$ cat config.mk
export PLATFORM = sky130hd
export DESIGN_NAME = bus_arbiter
export DESIGN_NICKNAME = d
export VERILOG_FILES = /design/src/rtl/bus_arbiter_pkg.sv /design/src/rtl/bus_arbiter_pick.sv /design/src/rtl/bus_arbiter.sv
export SDC_FILE = /design/constraint.sdc
export NUM_CORES = 1
export LEC_CHECK = 0
export ABC_AREA = 0
export BUFFER_PORTS_ARGS = -buffer_cell sky130_fd_sc_hd__buf_2
export CAP_MARGIN = 10
export CORE_UTILIZATION = 26
export CTS_CLUSTER_SIZE = 28
export DETAILED_ROUTE_END_ITERATION = 10
export SYNTH_ARGS = -nofsm -noshare
export SYNTH_HDL_FRONTEND = slang
export SYNTH_SLANG_ARGS = --single-unit
$ cat constraint.sdc
create_clock -name clk -period 4.2 [get_ports clk]
set_input_delay 0.21 -clock clk [delete_from_list [all_inputs] [get_ports clk]]
set_output_delay 0.21 -clock clk [all_outputs]
set_load 0.02 [all_outputs]
$ cat src/rtl/bus_arbiter_pkg.sv
// bus_arbiter_pkg: shared state encoding, default sizes and index wrap helper for the bus arbiter.
package bus_arbiter_pkg;
  typedef enum logic {ST_IDLE = 1'b0, ST_OWNED = 1'b1} state_t;
  localparam int DEF_WIDTH = 8;
  localparam int DEF_N_SRC = 8;
  function automatic int wrap_idx(input int v, input int n);
    return v >= n ? v - n : v;
  endfunction
endpackage

$ cat src/rtl/bus_arbiter_pick.sv
// arb_pick: combinational winner search, fixed priority or round-robin from ptr.
module arb_pick
  import bus_arbiter_pkg::*;
#(
  parameter int N_SRC = DEF_N_SRC,
  localparam int SEL_W = $clog2(N_SRC)
) (
  input  logic [N_SRC-1:0] req,
  input  logic [SEL_W-1:0] ptr,
  input  logic             mode,
  output logic [SEL_W-1:0] winner,
  output logic             any_req
);
  logic [2*N_SRC-1:0] dbl;
  logic [SEL_W-1:0] start;
  // Doubling the vector turns the wrap-around search into a straight upward scan.
  always_comb begin
    dbl = {req, req};
    start = mode ? ptr : '0;
    winner = '0;
    for (int k = N_SRC - 1; k >= 0; k--)
      if (dbl[int'(start) + k]) winner = SEL_W'(wrap_idx(int'(start) + k, N_SRC));
    any_req = |req;
  end
endmodule

$ cat src/rtl/bus_arbiter.sv
// bus_arbiter: N-source arbiter with one-hot grant, lock and a registered shared bus output.
module bus_arbiter
  import bus_arbiter_pkg::*;
#(
  parameter int WIDTH = DEF_WIDTH,
  parameter int N_SRC = DEF_N_SRC,
  parameter int RR = 1,
  localparam int SEL_W = $clog2(N_SRC)
) (
  input  logic                   clk,
  input  logic                   rst,
  input  logic [N_SRC-1:0]       req,
  input  logic [N_SRC*WIDTH-1:0] in_flat,
  input  logic                   lock,
  output logic [N_SRC-1:0]       gnt,
  output logic [SEL_W-1:0]       gnt_idx,
  output logic [WIDTH-1:0]       out,
  output logic                   out_valid
);
  state_t state, state_n;
  logic [N_SRC-1:0] gnt_n;
  logic [SEL_W-1:0] idx_n, ptr_n, rr_ptr, win;
  logic any_req, hold, take;
  arb_pick #(.N_SRC(N_SRC)) u_pick (
    .req(req),
    .ptr(rr_ptr),
    .mode(RR != 0),
    .winner(win),
    .any_req(any_req)
  );
  // Lock dominates the owner's own request; a released grant re-arbitrates in the same cycle.
  always_comb begin
    hold = state == ST_OWNED && (req[gnt_idx] || lock);
    take = !hold && any_req;
    state_n = (hold || take) ? ST_OWNED : ST_IDLE;
    gnt_n = hold ? gnt : take ? N_SRC'(1) << win : '0;
    idx_n = take ? win : gnt_idx;
    ptr_n = take ? SEL_W'(wrap_idx(int'(win) + 1, N_SRC)) : rr_ptr;
  end
  always_ff @(posedge clk) begin
    if (rst) begin
      state <= ST_IDLE;
      gnt <= '0;
      gnt_idx <= '0;
      rr_ptr <= '0;
      out <= '0;
      out_valid <= 1'b0;
    end else begin
      state <= state_n;
      gnt <= gnt_n;
      gnt_idx <= idx_n;
      rr_ptr <= ptr_n;
      if (state == ST_OWNED) begin
        out <= in_flat[gnt_idx*WIDTH +: WIDTH];
        out_valid <= req[gnt_idx];
      end else begin
        out_valid <= 1'b0;
      end
    end
  end
endmodule

==> metrics.md <==
| Metric | Value |
|---|---|
| Delay-heaviest family, CP | adder cells |
| Switch Pwr | around 0.91 mW |
| CP Cell Sequence | inv_1 -> ha_1 -> mux2_2 -> mux4_1 -> a2111oi_2 -> a211o_2 -> nor2_1 -> ha_1 -> ha_1 -> nand2_1 -> a21oi_1 |
| Final period util | 0.7926 |
| Number of setup buffers added after CTS | 0 |
| Final Non-Filler Cells | around 400 |
| CTS max path bufs | 2 |
| Max-slew violation count | 0 |
| Critical Setup Path Class | reg2reg |
| Peak VDD IR | just over 0.2 mV |
| Worst slew margin | 0.5808 |
| Cell Int Power | between 0.9 and 1 mW |
| Min cycle time layout | ~3.3 ns |
| Synth top area cells | mux4_2, dfxtp_1, mux2i_1 |
| Fmax | roughly 300 MHz |
| Clock Power Share | 0.071 |
| Syn Area/Cell | approximately 11 um2 |
| Placed Cells incl. Taps | between 400 and 500 |
| Synth warn | 0 |
| Post-synth EDFFs | 0 |
| Die X-Extent | ~96 um |
| Setup Skew | between 0.008 and 0.009 ns |
| Sequential share of the synthesized area | 0.2093 |
| Fin. Hold Viols | 0 |
| Worst min path class | in2reg |
| Mapped cell area | ~0.0023 mm2 |
| CTS root buf | clkbuf_8 |
| CTS Sinks | 24 |
| CP startpoint kind | flip-flop |
| Crit-path max FO | 11 |
| Residual DRC | 0 |
| Yosys cell types | 51 |
| Die ar. | a little over 0.009 mm2 |
| Port buffer count | 94 |
| Arr. time, crit path | between 3 and 4 ns |
| I/O pins | between 90 and 100 |
| Max-Cap Viols | 0 |
| Ys async rst share | 0 |
| Register Area | slightly below 500 um2 |
| Detailed placement HPWL | 5112 um |
| Drt wl/cell | ~16 um |
| Maximum number of pins on one net before global-route repair | 20 |
| Global-route wire length before repair | roughly 9600 um |
| Synthesized net count | about 290 |
| DRT Pass-1 Iters | 4 |
| Reg power frac | 0.183 |
| Worst Setup End Kind | flip-flop |
| Share of cells above drive strength 1 | 0.4950 |
| Yosys top cell area share | 0.2256 |
| P&R area growth vs syn | 26.27% |
| Setup ws final | 0.8711 ns |
| Vias per inst | 5.290 |
| Number of global-route vias before repair | between 1500 and 2000 |
| Yosys top cell by area | mux4_2 |
| Via count | roughly 2100 |
| Yosys reg bits | 24 |
| Final ANT Viol Nets | 0 |
| Static Leak | 1.212 nW |
| FILL cells | 867 |
| Area occupied by multi-input gates | about 0.0017 mm2 |
| Combinational share of power | 0.747 |
| WP data required | between 4 and 5 ns |
| Slowest cell on crit path | mux4_1 |
| Initial DRC count | 92 |
| GRT Util Overall | 0.1328 |
| CTS tree | built |
| Pre-CTS WS | slightly below 0.9 ns |
| Crit-path most repeated cell | ha_1 |
| CTS H-tree lvls | 1 |
| GRT overflow | 0 |
| Clock Latency Late Sink | 0.26 ns |
| Biggest cell delay along the critical path | around 0.57 ns |
| Die H | 95.97 um |
| Setup TNS | 0 ns |
| Initial Util | 0.2739 |
| WP buf/inv | 1 |
| PD cells | 659.2 mW/mm2 |
| RSZ-0062 raised after global routing | false |
| Setup violators final | 0 |
| Ant. Diodes | 0 |
| Nets@finish | 384 |
| Measured slew at the worst slew-check pin | between 0.6 and 0.7 ns |
| Final GP Congestion | approximately 0.88 |
| # resized after CTS | 0 |
| Core box area | between 0.008 and 0.009 mm2 |
| Commonest register cell after synthesis | dfxtp_1 |
| DRT Wirelength | ~6500 um |
| Fraction of power spent switching nets | 0.4781 |
| FP Rows | 33 |
| Num CTS Buffers | 3 |
| Antenna violations before repair | 0 |
| Syn Inst Count | 211 |
| Hold_buf cts | 0 |
| CTS clk-pin slew, worst paths | 0.09 ns |
| Status | completed |
## kinds of logic (layout without fill, tap and decap cells)
| family | after synthesis | in the layout | share of synthesized area |
|---|---|---|---|
| adders and majority gates | 8 | 8 | 0.04360 |
| and+or+nand+nor | 54 | 54 | 0.1177 |
| muxes | 54 | 54 | 0.4000 |
| DFF | 24 | 24 | 0.2093 |
| xor gates and xnor gates | 3 | 3 | 0.01145 |
| buffers and inverters | 24 | 112 | 0.05395 |
| AOI/OAI and AO/OA | 44 | 44 | 0.1640 |
## cell type report
cell class / count / share of cell area
well taps: 105 / 0.04532
clock buffers: 3 / 0.01424
flip-flops and latches: 24 / 0.1657
inverters: 9 / 0.01338
multi-input cells: 163 / 0.5835
repair buffers: 100 / 0.1778
## routing by layer
metal  share of wire  vias up  track usage
li1                -     1022            -
met5               0        -            0
met1            0.48     1060       0.2042
met4          0.0043        0      0.01866
met3           0.035        2      0.01422
met2            0.48       53       0.2024
## power by group through the flow
stage	Clock, mW	Sequential, mW	Combinational, mW
after floorplan	0	0.400	1.06
after global placement	0	0.356	1.40
after detailed placement	0	0.356	1.42
after CTS	0.137	0.351	1.43
after global routing	0.149	0.361	1.56
final	0.135	0.349	1.43
## state kept, by name, indices dropped and copies added, names as in the netlist
| signal | cells |
|---|---|
| state | 1 |
| out_valid | 1 |
| rr_ptr | 3 |
| gnt | 8 |
| gnt_idx | 3 |
| out | 8 |
## cells in the mapped netlist (2+ instances only)
| master | count |
|---|---|
| dfxtp_1 | 24 |
| mux4_2 | 23 |
| nor2_1 | 17 |
| mux2i_1 | 13 |
| nand2_1 | 12 |
| a211oi_1 | 9 |
| mux2_2 | 9 |
| ha_1 | 8 |
| inv_1 | 8 |
| a32o_1 | 7 |
| buf_2 | 5 |
| clkbuf_1 | 5 |
| o21ai_0 | 5 |
| mux4_1 | 4 |
| nand2b_1 | 4 |
| nand3b_1 | 4 |
| nor3_1 | 4 |
| a21oi_1 | 3 |
| a31oi_1 | 3 |
| and2_1 | 3 |
| buf_6 | 3 |
| mux2_1 | 3 |
| a222oi_1 | 2 |
| buf_1 | 2 |
| mux2_4 | 2 |
| nor2b_1 | 2 |
| nor4_1 | 2 |
| xor2_1 | 2 |
## tightest hold or removal path, delay by kind of cell
kind	cells	cell delay, ns
buffers and inverters	1	0.11
AO/OA/AOI/OAI	2	0.20
## cell usage in the layout, fill, tap and decap left out, drive strengths merged, types with 2 or more instances in the layout
| cell | count |
|---|---|
| buf | 100 |
| mux4 | 27 |
| dfxtp | 24 |
| nor2 | 18 |
| mux2 | 14 |
| mux2i | 13 |
| nand2 | 13 |
| a211oi | 10 |
| inv | 9 |
| ha | 8 |
| a32o | 7 |
| o21ai | 6 |
| nor3 | 5 |
| nand2b | 4 |
| nand3b | 4 |
| a31oi | 3 |
| and2 | 3 |
| a21oi | 3 |
| clkbuf | 3 |
| xor2 | 2 |
| nor2b | 2 |
| a222oi | 2 |
| nor4 | 2 |
| a221oi | 2 |
| a211o | 2 |
| o221a | 2 |
| o31ai | 2 |
## worst paths after layout
check	from	end	slack (ns)	depth (start not counted)
hold reg to reg	gnt[1]	gnt[1]	0.47	1
setup / recovery	rr_ptr[1]	rr_ptr[2]	0.87	11
hold / removal	lock	gnt[7]	0.31	3
setup reg to reg	rr_ptr[1]	rr_ptr[2]	0.87	11
## metrics by stage
stage	util	hold WS, ns	total power, mW	cell area [um2]
floorplan	-	0.3814	1.458	2296
global placement	0.3409	0.4522	1.756	2858
detailed placement	0.3409	0.4584	1.776	2858
CTS	0.3459	0.3088	1.915	2899
global route	0.3459	0.3250	2.073	2899
finish	0.3459	0.3057	1.911	2899
Power figures use the tool's default switching activity.
